`config.mk`:
```
export PLATFORM = sky130hd
export DESIGN_NAME = mac_seq_ctrl
export DESIGN_NICKNAME = d
export VERILOG_FILES = /design/src/rtl/mac_seq_ctrl.sv
export SDC_FILE = /design/constraint.sdc
export NUM_CORES = 1
export LEC_CHECK = 0
export ABC_AREA = 1
export CELL_PAD_IN_SITES_DETAIL_PLACEMENT = 1
export CELL_PAD_IN_SITES_GLOBAL_PLACEMENT = 1
export CORE_ASPECT_RATIO = 0.75
export CORE_MARGIN = 10
export CORE_UTILIZATION = 25
export DETAILED_ROUTE_END_ITERATION = 16
export DONT_BUFFER_PORTS = 1
export HOLD_SLACK_MARGIN = 0.12
export PLACE_DENSITY_LB_ADDON = 0.2
export SLEW_MARGIN = 10
export SYNTH_ARGS = -nofsm -noshare
export SYNTH_HDL_FRONTEND = slang
export SYNTH_SLANG_ARGS = --single-unit
```
`constraint.sdc`:
```
create_clock -name clk -period 11.85 [get_ports clk]
set_input_delay 1.185 -clock clk [delete_from_list [all_inputs] [get_ports clk]]
set_output_delay 1.185 -clock clk [all_outputs]
set_load 0.005 [all_outputs]
```
`src/rtl/mac_seq_ctrl.sv`:
```
// Job-framed Q-format dot-product sequencer.
// Two-stage round/saturate multiply feeding a saturating accumulator.
module mac_seq_ctrl #(
  parameter int DATA_W = 16,
  parameter int FRAC   = 9,
  parameter int LEN_W  = 8
) (
  input  logic              clk,
  input  logic              rst,
  input  logic              start,
  input  logic [LEN_W-1:0]  len,
  input  logic              in_valid,
  output logic              in_ready,
  input  logic [DATA_W-1:0] in_a,
  input  logic [DATA_W-1:0] in_b,
  output logic              out_valid,
  input  logic              out_ready,
  output logic [DATA_W-1:0] out_data,
  output logic              out_sat,
  output logic              busy
);

  localparam logic [1:0] IDLE  = 2'd0;
  localparam logic [1:0] RUN   = 2'd1;
  localparam logic [1:0] FLUSH = 2'd2;
  localparam logic [1:0] DONE  = 2'd3;

  localparam int PW = 2*DATA_W + 1;

  localparam logic [DATA_W-1:0] MAXV =
    {1'b0, {(DATA_W-1){1'b1}}};
  localparam logic [DATA_W-1:0] MINV =
    {1'b1, {(DATA_W-1){1'b0}}};

  logic [1:0]        state;
  logic [LEN_W-1:0]  len_q;
  logic [LEN_W-1:0]  cnt;
  logic [DATA_W-1:0] acc;
  logic              sat_q;
  logic [DATA_W-1:0] s1_r;
  logic              s1_v;
  logic              s1_sat;

  logic              hs;
  logic              last;

  logic signed [2*DATA_W-1:0] prod;
  logic signed [PW-1:0]       pr;
  logic signed [PW-1:0]       ps;
  logic                       p_ovf;
  logic [DATA_W-1:0]          p_r;

  logic [DATA_W:0]   sum;
  logic              a_ovf;
  logic [DATA_W-1:0] acc_nx;

  assign in_ready  = (state == RUN) && (cnt < len_q);
  assign hs        = in_valid & in_ready;
  assign last      = hs && (cnt == len_q - 1'b1);
  assign out_valid = (state == DONE);
  assign busy      = (state != IDLE);
  assign out_data  = acc;
  assign out_sat   = sat_q;

  // Round half up, then check the shifted value fits DATA_W.
  assign prod = $signed(in_a) * $signed(in_b);
  assign pr   = {prod[2*DATA_W-1], prod}
              + {{(PW-FRAC){1'b0}}, 1'b1,
                 {(FRAC-1){1'b0}}};
  assign ps   = pr >>> FRAC;

  always_comb begin
    p_ovf = ~((&ps[PW-1:DATA_W-1]) |
              (~|ps[PW-1:DATA_W-1]));
    p_r   = ps[DATA_W-1:0];
    if (p_ovf) p_r = ps[PW-1] ? MINV : MAXV;
  end

  assign sum = {acc[DATA_W-1], acc}
             + {s1_r[DATA_W-1], s1_r};

  always_comb begin
    a_ovf  = sum[DATA_W] ^ sum[DATA_W-1];
    acc_nx = sum[DATA_W-1:0];
    if (a_ovf) acc_nx = sum[DATA_W] ? MINV : MAXV;
  end

  always_ff @(posedge clk) begin
    if (rst) begin
      state  <= IDLE;
      len_q  <= '0;
      cnt    <= '0;
      acc    <= '0;
      sat_q  <= 1'b0;
      s1_r   <= '0;
      s1_v   <= 1'b0;
      s1_sat <= 1'b0;
    end else begin
      s1_v <= hs;
      if (hs) begin
        s1_r   <= p_r;
        s1_sat <= p_ovf;
      end
      if (s1_v) begin
        acc   <= acc_nx;
        sat_q <= sat_q | s1_sat | a_ovf;
      end
      case (state)
        IDLE: begin
          if (start) begin
            len_q <= len;
            cnt   <= '0;
            acc   <= '0;
            sat_q <= 1'b0;
            state <= (len == '0) ? DONE : RUN;
          end
        end
        RUN: begin
          if (hs) cnt <= cnt + 1'b1;
          if (last) state <= FLUSH;
        end
        FLUSH: state <= DONE;
        DONE: begin
          if (out_ready) state <= IDLE;
        end
        default: state <= IDLE;
      endcase
    end
  end

endmodule

```
==> metrics.log, run 1 <==
INFO  metric synthArstFlopShare = 0%
INFO  metric post-cts-setup-buffers = 0
INFO  metric clkSinkCount = 53
INFO  metric tritoncts_clock_tree = yes
INFO  metric ioPinCount = 65
INFO  metric regToRegStartpoint = out_data[0]
INFO  metric timing.hold.worst.class = flop to flop
INFO  metric grt_max_degree = 34
INFO  metric grt_setup_unrepaired = false
INFO  metric multiInputGateArea = approximately 11000 sq um
INFO  metric slew_at_the_pin_closest_to_its_max_slew_limit = 891 ps
INFO  metric relSlewSlack = 40.6%
INFO  metric grt_pass1_vias = 13000
INFO  metric required = between 10000 and 15000 ps
INFO  metric gp_routability_congestion = roughly 0.84
INFO  metric final-instance-count-excl-fill = roughly 2600
INFO  metric period_share = 61.1%
INFO  metric cts_hold_buf = 0
INFO  metric endpoint_type_of_the_worst_setup_path = flop
INFO  metric first_pass_grt_wire_length = between 60 and 70 mm
INFO  metric postRouteAntennaNets = 0
INFO  metric number_of_vias_in_the_routed_layout = ~11000
INFO  metric synth-edff-count = 0
INFO  metric num_antenna_cells = 0
INFO  metric floorplan.initialDensity = about a quarter
INFO  metric port_buffers = 0
INFO  metric clock.fmax = 138 MHz
INFO  metric cell_type_with_the_highest_aggregate_area_in_the_netlist = sky130_fd_sc_hd__fa_1
INFO  metric drc_errors = 0
INFO  metric placed_cells = 2604
INFO  metric cts_htree_levels = 2
INFO  metric rows = 75
INFO  metric die_height = 227 microns
INFO  metric slew_viol_final = 0
INFO  metric critical_path_class = primary input to flop
INFO  metric drt-total-wl = 41.2 mm
INFO  metric cp_slowest_cell = sky130_fd_sc_hd__fa_1
INFO  metric post_cts_repair_resize_count = 0
INFO  metric cts.reportedPaths.clkPinSlew = 70 ps
INFO  metric clk_root_buf = sky130_fd_sc_hd__clkbuf_16
INFO  metric fp.dieArea = 67100 sq um
INFO  metric critical_path.cell_chain = nand2_1 -> inv_1 -> fa_1 -> fa_1 -> fa_1 -> inv_1 -> fa_1 -> inv_1 -> fa_1 -> fa_1 -> ha_1 -> inv_2 -> nor3_2 -> nand2_1 -> nor4_1 -> nand2_1 -> nand3_1 -> nand3_1 -> nor2_2 -> nand2_1 -> nand2_1 -> nand2_2 -> a21oi_2 -> nor2_1
INFO  metric grt_antenna_before_repair = 0
INFO  metric critPathLaunchType = primary input
INFO  metric detail_route.vias_per_cell = 4.35
INFO  metric synth.top_cell.area_share = 37.6%
INFO  metric critPathLaunch = in_a[15]
INFO  metric fp.dieW = 296 microns
INFO  metric result_of_the_run = finished, final reports clean
INFO  metric cts_inserted_buffers = 5
INFO  metric dr.first_iter.drc_count = 367
INFO  metric crit_top_cell = sky130_fd_sc_hd__fa_1
INFO  metric dr.pass1.iters = 5
INFO  metric remaining_global_route_overflow = 0
INFO  metric grt_usage = 12.9%
INFO  metric synth_flop_cell = sky130_fd_sc_hd__dfxtp_1
INFO  metric layout_min_cycle_time = 7240 ps
INFO  metric area.sequential = 1060 sq um
INFO  metric area_growth_syn_to_layout = 5.42%
INFO  metric timing.setup.tns = 0 ps
INFO  metric finalHoldViolations = 0
INFO  metric design.core.area = about 56000 sq um
INFO  metric ys_warn_count = 0
INFO  metric synthesis.area = between 10000 and 15000 sq um
INFO  metric synth_top_cells_by_area = sky130_fd_sc_hd__fa_1, sky130_fd_sc_hd__inv_1, sky130_fd_sc_hd__nand2_1
INFO  metric max_cap_violations = 0
INFO  metric yosys_cell_types = 41
INFO  metric critPathMaxStageDelay = 790 ps
INFO  metric routedWlPerCell = roughly 16 microns
INFO  metric synth_sequential_area_ratio = 7.44%
INFO  metric fill_cells = 6861
INFO  metric synth-seq-cells = 53
INFO  metric post_route_cells_drive_above_1_share = 3.56%
INFO  metric clock_path_buffers = 2
INFO  metric synthCells = 1945
INFO  metric hold_wc_startpoint = s1_r[15]
INFO  metric worst-endpoint-arrival = 7440 ps
INFO  metric synthesis.area_per_instance = 7.33 sq um
INFO  metric timing.final.setup_violations = 0
INFO  metric stdcell_area = 15000 sq um
INFO  metric crit_path_max_fanout = 16
INFO  metric synth_fp_nets = 2366
INFO  metric clock-skew-final = between 7 and 8 ps
INFO  metric placed_cell_area = 14900 sq um
INFO  metric layout_nets = 2301
INFO  metric dp_hpwl = ~36 mm
INFO  metric clk_latency = 310 ps
==> critical path, delay by kind of cell <==
kind	cells	cell delay [ps]
AND/OR/NAND/NOR	12	1620
adder cells (fa/ha/maj)	7	4010
buffers and inverters	4	390
AO/OA/AOI/OAI	1	200
==> metrics by stage <==
stage                     worst slack [ps]  hold WS (ps)  util [%]
after floorplan                       4910           449         -
after global placement                4210           461      26.5
after detailed placement              4230           463      26.5
after CTS                             4540           474      26.7
after global routing                  4140           503      26.7
final                                 4610           473      26.7
==> cells in the mapped netlist, types with 3 or more instances <==
cell type and number:
sky130_fd_sc_hd__ha_1 108, sky130_fd_sc_hd__xor2_1 33, sky130_fd_sc_hd__o31ai_1 3, sky130_fd_sc_hd__nand3b_1 4
sky130_fd_sc_hd__nor2_1 98, sky130_fd_sc_hd__nand2_2 12, sky130_fd_sc_hd__o21bai_1 4, sky130_fd_sc_hd__nor3_1 11
sky130_fd_sc_hd__nand4_1 7, sky130_fd_sc_hd__fa_1 268, sky130_fd_sc_hd__inv_2 9, sky130_fd_sc_hd__inv_1 513
sky130_fd_sc_hd__nor4_1 6, sky130_fd_sc_hd__o21ai_0 33, sky130_fd_sc_hd__nand3_1 50, sky130_fd_sc_hd__a21oi_2 3
sky130_fd_sc_hd__xnor2_1 19, sky130_fd_sc_hd__a21oi_1 94, sky130_fd_sc_hd__o21ai_1 3, sky130_fd_sc_hd__nor2_2 7
sky130_fd_sc_hd__dfxtp_1 53, sky130_fd_sc_hd__or2_2 19, sky130_fd_sc_hd__clkbuf_1 65, sky130_fd_sc_hd__nand3_2 3
sky130_fd_sc_hd__nand2_1 498, sky130_fd_sc_hd__a31oi_1 4
==> path summary, 6_finish.rpt <==
path              endpoint  slack (ps)  cells after the start
hold reg to reg   s1_r[15]         470                      2
setup / recovery   s1_r[0]        4610                     24
setup reg to reg   out_sat        8820                     14
hold / removal    s1_r[15]         470                      2
==> registers in the layout, summed over array words and instances (netlist names) <==
register and cells:
out_data 16, s1_r 16, cnt 8, len_q 8, state 2, out_sat 1, s1_sat 1, s1_v 1
==> area by class of cell <==
cell class	count	area share [%]
Multi-Input combinational cell	1298	72.8
Inverter	522	13.0
Sequential cell	53	7.06
Tap cell	731	6.08
Clock buffer	5	0.832
Clock inverter	3	0.150
==> cells by family (layout without fill, tap and decap cells) <==
group	after synthesis	after routing	synth area share (%)
and+or+nand+nor	722	722	21.0
adders and majority gates	376	376	47.1
DFF	53	53	7.44
buffers and inverters	594	530	15.8
AOI/OAI and AO/OA	148	148	5.50
xor gates and xnor gates	52	52	3.19
==> cells in the final DEF (no fill, tap or decap), types with 5 or more instances in the layout <==
cell | Yosys | final
sky130_fd_sc_hd__inv_1 | 513 | 513
sky130_fd_sc_hd__nor4_1 | 6 | 6
sky130_fd_sc_hd__nor2_2 | 7 | 7
sky130_fd_sc_hd__inv_2 | 9 | 9
sky130_fd_sc_hd__nor2_1 | 98 | 98
sky130_fd_sc_hd__xor2_1 | 33 | 33
sky130_fd_sc_hd__xnor2_1 | 19 | 19
sky130_fd_sc_hd__nand2_2 | 12 | 12
sky130_fd_sc_hd__ha_1 | 108 | 108
sky130_fd_sc_hd__clkbuf_16 | 0 | 5
sky130_fd_sc_hd__nand3_1 | 50 | 50
sky130_fd_sc_hd__or2_2 | 19 | 19
sky130_fd_sc_hd__nor3_1 | 11 | 11
sky130_fd_sc_hd__nand4_1 | 7 | 7
sky130_fd_sc_hd__a21oi_1 | 94 | 93
sky130_fd_sc_hd__dfxtp_1 | 53 | 53
sky130_fd_sc_hd__o21ai_0 | 33 | 33
sky130_fd_sc_hd__nand2_1 | 498 | 498
sky130_fd_sc_hd__fa_1 | 268 | 268
==> metal layers <==
metal	track usage, %	up-vias	wire length, microns	share of wire, %
met2	22.1	87	19600	48
met5	0	-	0	0
met1	18.1	5750	20500	50
li1	-	5501	-	-
met4	0.818	0	178	0.43
met3	1.09	16	960	2.3
Power of run 1 is not shown: default switching activity piles up to over one toggle a cycle in this logic, so the estimate is an artifact.
==> run 2: changes to the inputs <==
clock period = 6.5 ns   (was 11.85 ns; I/O delays follow)
==> run 2 against run 1 <==
Utilization is 1.3 points higher. Cell count grew 2.4%. Clock-buffer cell count up 1. Sequential share of layout area is 0.32 points lower. Flip-flop and latch count stayed put. Via count increased by 2.1%. Design area rose by 4.7%. Largest cell class unchanged. Highest routed layer unchanged.
==> metrics.log, run 2 (synthesized netlist as in run 1, its figures left out) <==
INFO  metric critical_path_class = primary input to flop
INFO  metric area_growth_syn_to_layout = 10.4%
INFO  metric fp.dieArea = 67100 sq um (unchanged)
INFO  metric fill_cells = 6875 (+0.20%)
INFO  metric clk_latency = 310 ps (about the same)
INFO  metric min_delay_worst_endpoint = s1_r[15]
INFO  metric dr.first_iter.drc_count = 403 (+9.8%)
INFO  metric hold_wc_startpoint = rst
INFO  metric r2r_end = out_sat
INFO  metric required = 6700 ps (-5350 ps)
INFO  metric placed_cell_area = 15300 sq um (+3.1%)
INFO  metric remaining_global_route_overflow = 0 (unchanged)
INFO  metric regToRegStartpoint = out_data[0]
INFO  metric num_antenna_cells = 0 (unchanged)
INFO  metric period_share = a little over nine tenths
INFO  metric worst-endpoint-arrival = 6410 ps (-1030 ps)
INFO  metric critPathLaunchType = primary input
INFO  metric result_of_the_run = finished, final reports clean
INFO  metric routedWlPerCell = 15.6 microns (-1.1%)
INFO  metric timing.final.setup_violations = 0 (unchanged)
INFO  metric cts.reportedPaths.clkPinSlew = 80 ps (about the same)
INFO  metric cts_htree_levels = 2 (unchanged)
INFO  metric clock-skew-final = 9.15 ps (+1.15 ps)
INFO  metric stdcell_area = 15700 sq um (+4.7%)
INFO  metric slew_at_the_pin_closest_to_its_max_slew_limit = 963 ps (+71.8 ps)
INFO  metric first_pass_grt_wire_length = 69.9 mm (+0.64%)
INFO  metric finalHoldViolations = 0 (unchanged)
INFO  metric fp.dieW = 296 microns (unchanged)
INFO  metric clkSinkCount = 53 (unchanged)
INFO  metric holdWs = 405 ps (-68.4 ps)
INFO  metric slew_viol_final = 0 (unchanged)
INFO  metric grt_max_degree = 34 (unchanged)
INFO  metric relSlewSlack = 35.8% (-4.8 points)
INFO  metric endpoint_type_of_the_worst_setup_path = flop
INFO  metric dr.pass1.iters = 4 (-1)
INFO  metric rows = 75 (unchanged)
INFO  metric cts_inserted_buffers = 5 (unchanged)
INFO  metric postRouteAntennaNets = 0 (unchanged)
INFO  metric crit_path_max_fanout = 8 (-8)
INFO  metric clk_root_buf = sky130_fd_sc_hd__clkbuf_16
INFO  metric design.core.area = 56200 sq um (unchanged)
INFO  metric cts_hold_buf = 0 (unchanged)
INFO  metric post-route-util = 28.0% (+1.3 points)
INFO  metric die_height = 227 microns (unchanged)
INFO  metric post_route_cells_drive_above_1_share = 8.23% (+4.7 points)
INFO  metric grt_antenna_before_repair = 0 (unchanged)
INFO  metric clock_path_buffers = 2 (unchanged)
INFO  metric timing.setup.tns = 0 ps (unchanged)
INFO  metric hold-path-cell-count = 1 (-1)
INFO  metric number_of_vias_in_the_routed_layout = 11600 (+2.1%)
INFO  metric tritoncts_clock_tree = yes
INFO  metric ioPinCount = 65 (unchanged)
INFO  metric final_common_cell = sky130_fd_sc_hd__inv_1
INFO  metric floorplan.initialDensity = 25.4% (unchanged)
INFO  metric layout_min_cycle_time = 6210 ps
INFO  metric grt_pass1_vias = 13200 (+1.5%)
INFO  metric clock.fmax = 161 MHz
INFO  metric gp_routability_congestion = 0.840 (+0.17%)
INFO  metric port_buffers = 0 (unchanged)
INFO  metric timing.hold.worst.class = primary input to flop
INFO  metric max_cap_violations = 0 (unchanged)
INFO  metric setup.reg_to_reg.worst_slack = 3470 ps (-5350 ps)
INFO  metric final_cell_mix = sky130_fd_sc_hd__inv_1, sky130_fd_sc_hd__nand2_1, sky130_fd_sc_hd__fa_1
INFO  metric grt_usage = 12.9% (+0.023 points)
INFO  metric layout_nets = 2363 (+2.7%)
INFO  metric ff2ff_path_depth = 14 (unchanged)
INFO  metric detail_route.vias_per_cell = 4.33 (-0.29%)
INFO  metric drc_errors = 0 (unchanged)
INFO  metric drt-total-wl = 41.7 mm (+1.2%)
INFO  metric dp_hpwl = 36.4 mm (+0.86%)
==> run 2: cell types whose count changed in the layout (fill, tap and decap cells not counted), sizes merged <==
cell      delta
clkinvlp     +1
bufinv       +1
clkinv       -2
clkbuf       +1
buf         +60
nand2        +2
inv          -1
==> run 2: metrics by stage <==
stage          setup slack [ps]  cells
3_5_place_dp               -211   2662
4_1_cts                     103   2670
5_1_grt                   -39.1   2674
3_3_place_gp               -158   2662
6_report                    293   2674
2_1_floorplan              96.5   1945
==> run 2: how the worst max path moves through the flow <==
stage	slack [ps]	endpoint	cells past startpoint	startpoint
after global placement	-160	s1_r[0]	31	in_b[15]
after global routing	-40	s1_r[7]	28	in_b[15]
after floorplan	100	s1_r[0]	27	in_b[5]
final	290	s1_r[7]	27	in_b[15]
after CTS	100	s1_r[0]	31	in_b[15]
after detailed placement	-210	s1_r[0]	31	in_b[15]
==> run 2: layout make-up <==
| type | count | area (sq um) | area share (%) |
|---|---|---|---|
| Clock buffer | 6 | 129 | 0.819 |
| Clock inverter | 2 | 38.8 | 0.246 |
| Inverter | 522 | 1960 | 12.5 |
| Multi-Input combinational cell | 1300 | 11100 | 70.8 |
| Sequential cell | 53 | 1060 | 6.74 |
| Tap cell | 731 | 915 | 5.81 |
| Timing Repair Buffer | 60 | 492 | 3.12 |
==> run 2: metal layers <==
metal,global-route usage (%),vias to the layer above,part of all wire [%]
li1,-,5633,-
met1,17.9,5876,50
met2,22.3,60,48
met3,1.14,21,1.6
met4,1.14,0,0.51
met5,0,-,0
==> run 2: repair_timing <==
action,4_1_cts,5_1_grt
resized for setup,0,45
setup endpoints to repair,0,16
setup buffers,0,2
==> run 2: worst max-delay path, stage by stage <==
cell and delay, ps:
sky130_fd_sc_hd__clkinvlp_4 170, sky130_fd_sc_hd__buf_12 200, sky130_fd_sc_hd__or2_2 280, sky130_fd_sc_hd__fa_1 470
sky130_fd_sc_hd__fa_1 500, sky130_fd_sc_hd__inv_1 50, sky130_fd_sc_hd__fa_1 380, sky130_fd_sc_hd__fa_1 500
sky130_fd_sc_hd__fa_1 500, sky130_fd_sc_hd__inv_1 50, sky130_fd_sc_hd__fa_1 470, sky130_fd_sc_hd__inv_1 40
sky130_fd_sc_hd__ha_2 380, sky130_fd_sc_hd__nand2_2 110, sky130_fd_sc_hd__buf_4 160, sky130_fd_sc_hd__nor3_1 240
sky130_fd_sc_hd__nand2_1 150, sky130_fd_sc_hd__nand3_1 130, sky130_fd_sc_hd__nand2_1 60, sky130_fd_sc_hd__nand2_1 70
sky130_fd_sc_hd__nand3_1 100, sky130_fd_sc_hd__nor2_2 160, sky130_fd_sc_hd__nand2_1 90, sky130_fd_sc_hd__nand2_2 120
sky130_fd_sc_hd__nand2_2 150, sky130_fd_sc_hd__nand2_1 150, sky130_fd_sc_hd__a21oi_1 70
Power of run 2 is left out for the same reason.
==> run 3: changes to the inputs <==
CAP_MARGIN = 20   (was unset)
CELL_PAD_IN_SITES_DETAIL_PLACEMENT = 0   (was 1)
GPL_ROUTABILITY_DRIVEN = 1   (was unset)
==> run 3 against run 2 <==
Flip-flop and latch count did not move. Cell count barely moved. Sequential share of layout area rose by 0.081 points.
==> metrics.log, run 3 (synthesized netlist as in run 1, its figures left out) <==
INFO  metric post-route-worst-setup-slack = 352 ps (+59.9 ps)
INFO  metric drt-total-wl = 38.6 mm (-7.5%)
INFO  metric area_growth_syn_to_layout = 9.10%
INFO  metric gp_routability_congestion = 0.840 (unchanged)
INFO  metric design.core.area = 56200 sq um (unchanged)
INFO  metric clkSinkCount = 53 (unchanged)
INFO  metric number_of_vias_in_the_routed_layout = 11300 (-2.2%)
INFO  metric first_pass_grt_wire_length = 65.3 mm (-6.7%)
INFO  metric tritoncts_clock_tree = yes
INFO  metric cts_hold_buf = 0 (unchanged)
INFO  metric dp_hpwl = 34.0 mm (-6.7%)
INFO  metric timing.final.setup_violations = 0 (unchanged)
INFO  metric grt_antenna_before_repair = 0 (unchanged)
INFO  metric result_of_the_run = finished, final reports clean
INFO  metric cts.reportedPaths.clkPinSlew = 70 ps (about the same)
INFO  metric critPathMaxStageDelay = 510 ps (about the same)
INFO  metric grt_max_degree = 34 (unchanged)
INFO  metric area.sequential = 1060 sq um (unchanged)
INFO  metric floorplan.initialDensity = 25.4% (unchanged)
INFO  metric critPathLaunchType = primary input
INFO  metric cts_inserted_buffers = 5 (unchanged)
INFO  metric layout_nets = 2362 (-0.042%)
INFO  metric ioPinCount = 65 (unchanged)
INFO  metric slew_at_the_pin_closest_to_its_max_slew_limit = 887 ps (-75.2 ps)
INFO  metric cp_slowest_cell = sky130_fd_sc_hd__fa_1
INFO  metric slew_viol_final = 0 (unchanged)
INFO  metric period_share = 94.6% (-0.92 points)
INFO  metric cts_htree_levels = 2 (unchanged)
INFO  metric clk_latency = 300 ps (about the same)
INFO  metric clock_path_buffers = 2 (unchanged)
INFO  metric clock.fmax = 163 MHz (+0.98%)
INFO  metric timing.setup.tns = 0 ps (unchanged)
INFO  metric die_height = 227 microns (unchanged)
INFO  metric grt_pass1_vias = 12200 (-7.4%)
INFO  metric timing.hold.worst.class = primary input to flop
INFO  metric stdcell_area = 15600 sq um (-1.2%)
INFO  metric dr.pass1.iters = 5 (+1)
INFO  metric port_buffers = 0 (unchanged)
INFO  metric fp.dieW = 296 microns (unchanged)
INFO  metric grt_usage = 12.1% (-0.86 points)
INFO  metric crit_path_max_fanout = 16 (+8)
INFO  metric final_common_cell = sky130_fd_sc_hd__inv_1
INFO  metric relSlewSlack = 40.8% (+5.0 points)
INFO  metric detailedPlace.worstSlack = -200 ps (+11.1 ps)
INFO  metric layout_min_cycle_time = 6150 ps (-59.9 ps)
INFO  metric postRouteAntennaNets = 0 (unchanged)
INFO  metric routedWlPerCell = 14.4 microns (-7.4%)
INFO  metric clk_root_buf = sky130_fd_sc_hd__clkbuf_16
INFO  metric required = 6730 ps (+30 ps)
INFO  metric num_antenna_cells = 0 (unchanged)
INFO  metric final_cell_mix = sky130_fd_sc_hd__inv_1, sky130_fd_sc_hd__nand2_1, sky130_fd_sc_hd__fa_1
INFO  metric rows = 75 (unchanged)
INFO  metric fill_cells = 6211 (-9.7%)
INFO  metric max_cap_violations = 0 (unchanged)
INFO  metric post_route_cells_drive_above_1_share = 6.75% (-1.5 points)
INFO  metric detail_route.vias_per_cell = 4.24 (-2.2%)
INFO  metric placed_cell_area = 15400 sq um (about the same)
INFO  metric worst-endpoint-arrival = 6380 ps (-30 ps)
INFO  metric multiInputGateArea = 11000 sq um (-1.6%)
INFO  metric remaining_global_route_overflow = 0 (unchanged)
INFO  metric dr.first_iter.drc_count = 452 (+12%)
INFO  metric critical_path_class = primary input to flop
INFO  metric endpoint_type_of_the_worst_setup_path = flop
INFO  metric finalHoldViolations = 0 (unchanged)
INFO  metric fp.dieArea = 67100 sq um (unchanged)
INFO  metric clock-skew-final = 7.76 ps (-1.39 ps)
INFO  metric grt_setup_unrepaired = false
INFO  metric drc_errors = 0 (unchanged)
-- run 3: changes by cell type in the layout (fill, tap and decap cells not counted), sizes merged --
cell	before	now
buf	60	61
clkbuf	6	5
nand2	513	511
-- run 3: per-layer routing --
| metal | track usage (%) | up-vias | part of all wire, % |
|---|---|---|---|
| li1 | - | 5634 | - |
| met1 | 17.5 | 5548 | 51 |
| met2 | 19.7 | 126 | 45 |
| met3 | 1.01 | 24 | 2.7 |
| met4 | 1.32 | 0 | 0.89 |
| met5 | 0 | - | 0 |
-- run 3: worst paths after layout --
check / from / endpoint / slack, ps / cells past startpoint
setup / recovery: in_b[15] / s1_r[1] / 350 / 27
hold / removal: rst / s1_v / 420 / 1
setup reg to reg: out_data[0] / out_data[8] / 3520 / 12
hold reg to reg: s1_r[15] / s1_r[15] / 470 / 2
-- run 3: metrics by stage --
stage | std cells | util, % | hold slack, ps
3_3_place_gp | 2662 | 27.3 | 461
4_1_cts | 2670 | 27.6 | 403
5_1_grt | 2672 | 27.7 | 398
6_report | 2672 | 27.7 | 416
3_5_place_dp | 2663 | 27.3 | 465
2_1_floorplan | 1945 | - | 449
-- run 3: cell type report --
cell class / count / area share [%]
multi-input cells: 1298 / 70.5
repair buffers: 61 / 3.18
flip-flops and latches: 53 / 6.82
inverters: 522 / 12.6
clock buffers: 5 / 0.804
clock inverters: 2 / 0.225
well taps: 731 / 5.88
-- run 3: what timing repair did --
item                       in CTS  in global routing
setup endpoints to repair       0                 16
setup buffers                   0                  2
resized for setup               0                  7
-- run 3: critical path, delay by kind of cell --
family                   cells  cell delay (ps)
adder cells (fa/ha/maj)      7             3180
AND/OR/NAND/NOR             13             1770
AO/OA/AOI/OAI                2              410
buffers and inverters        5              370
Power of run 3 is left out for the same reason.
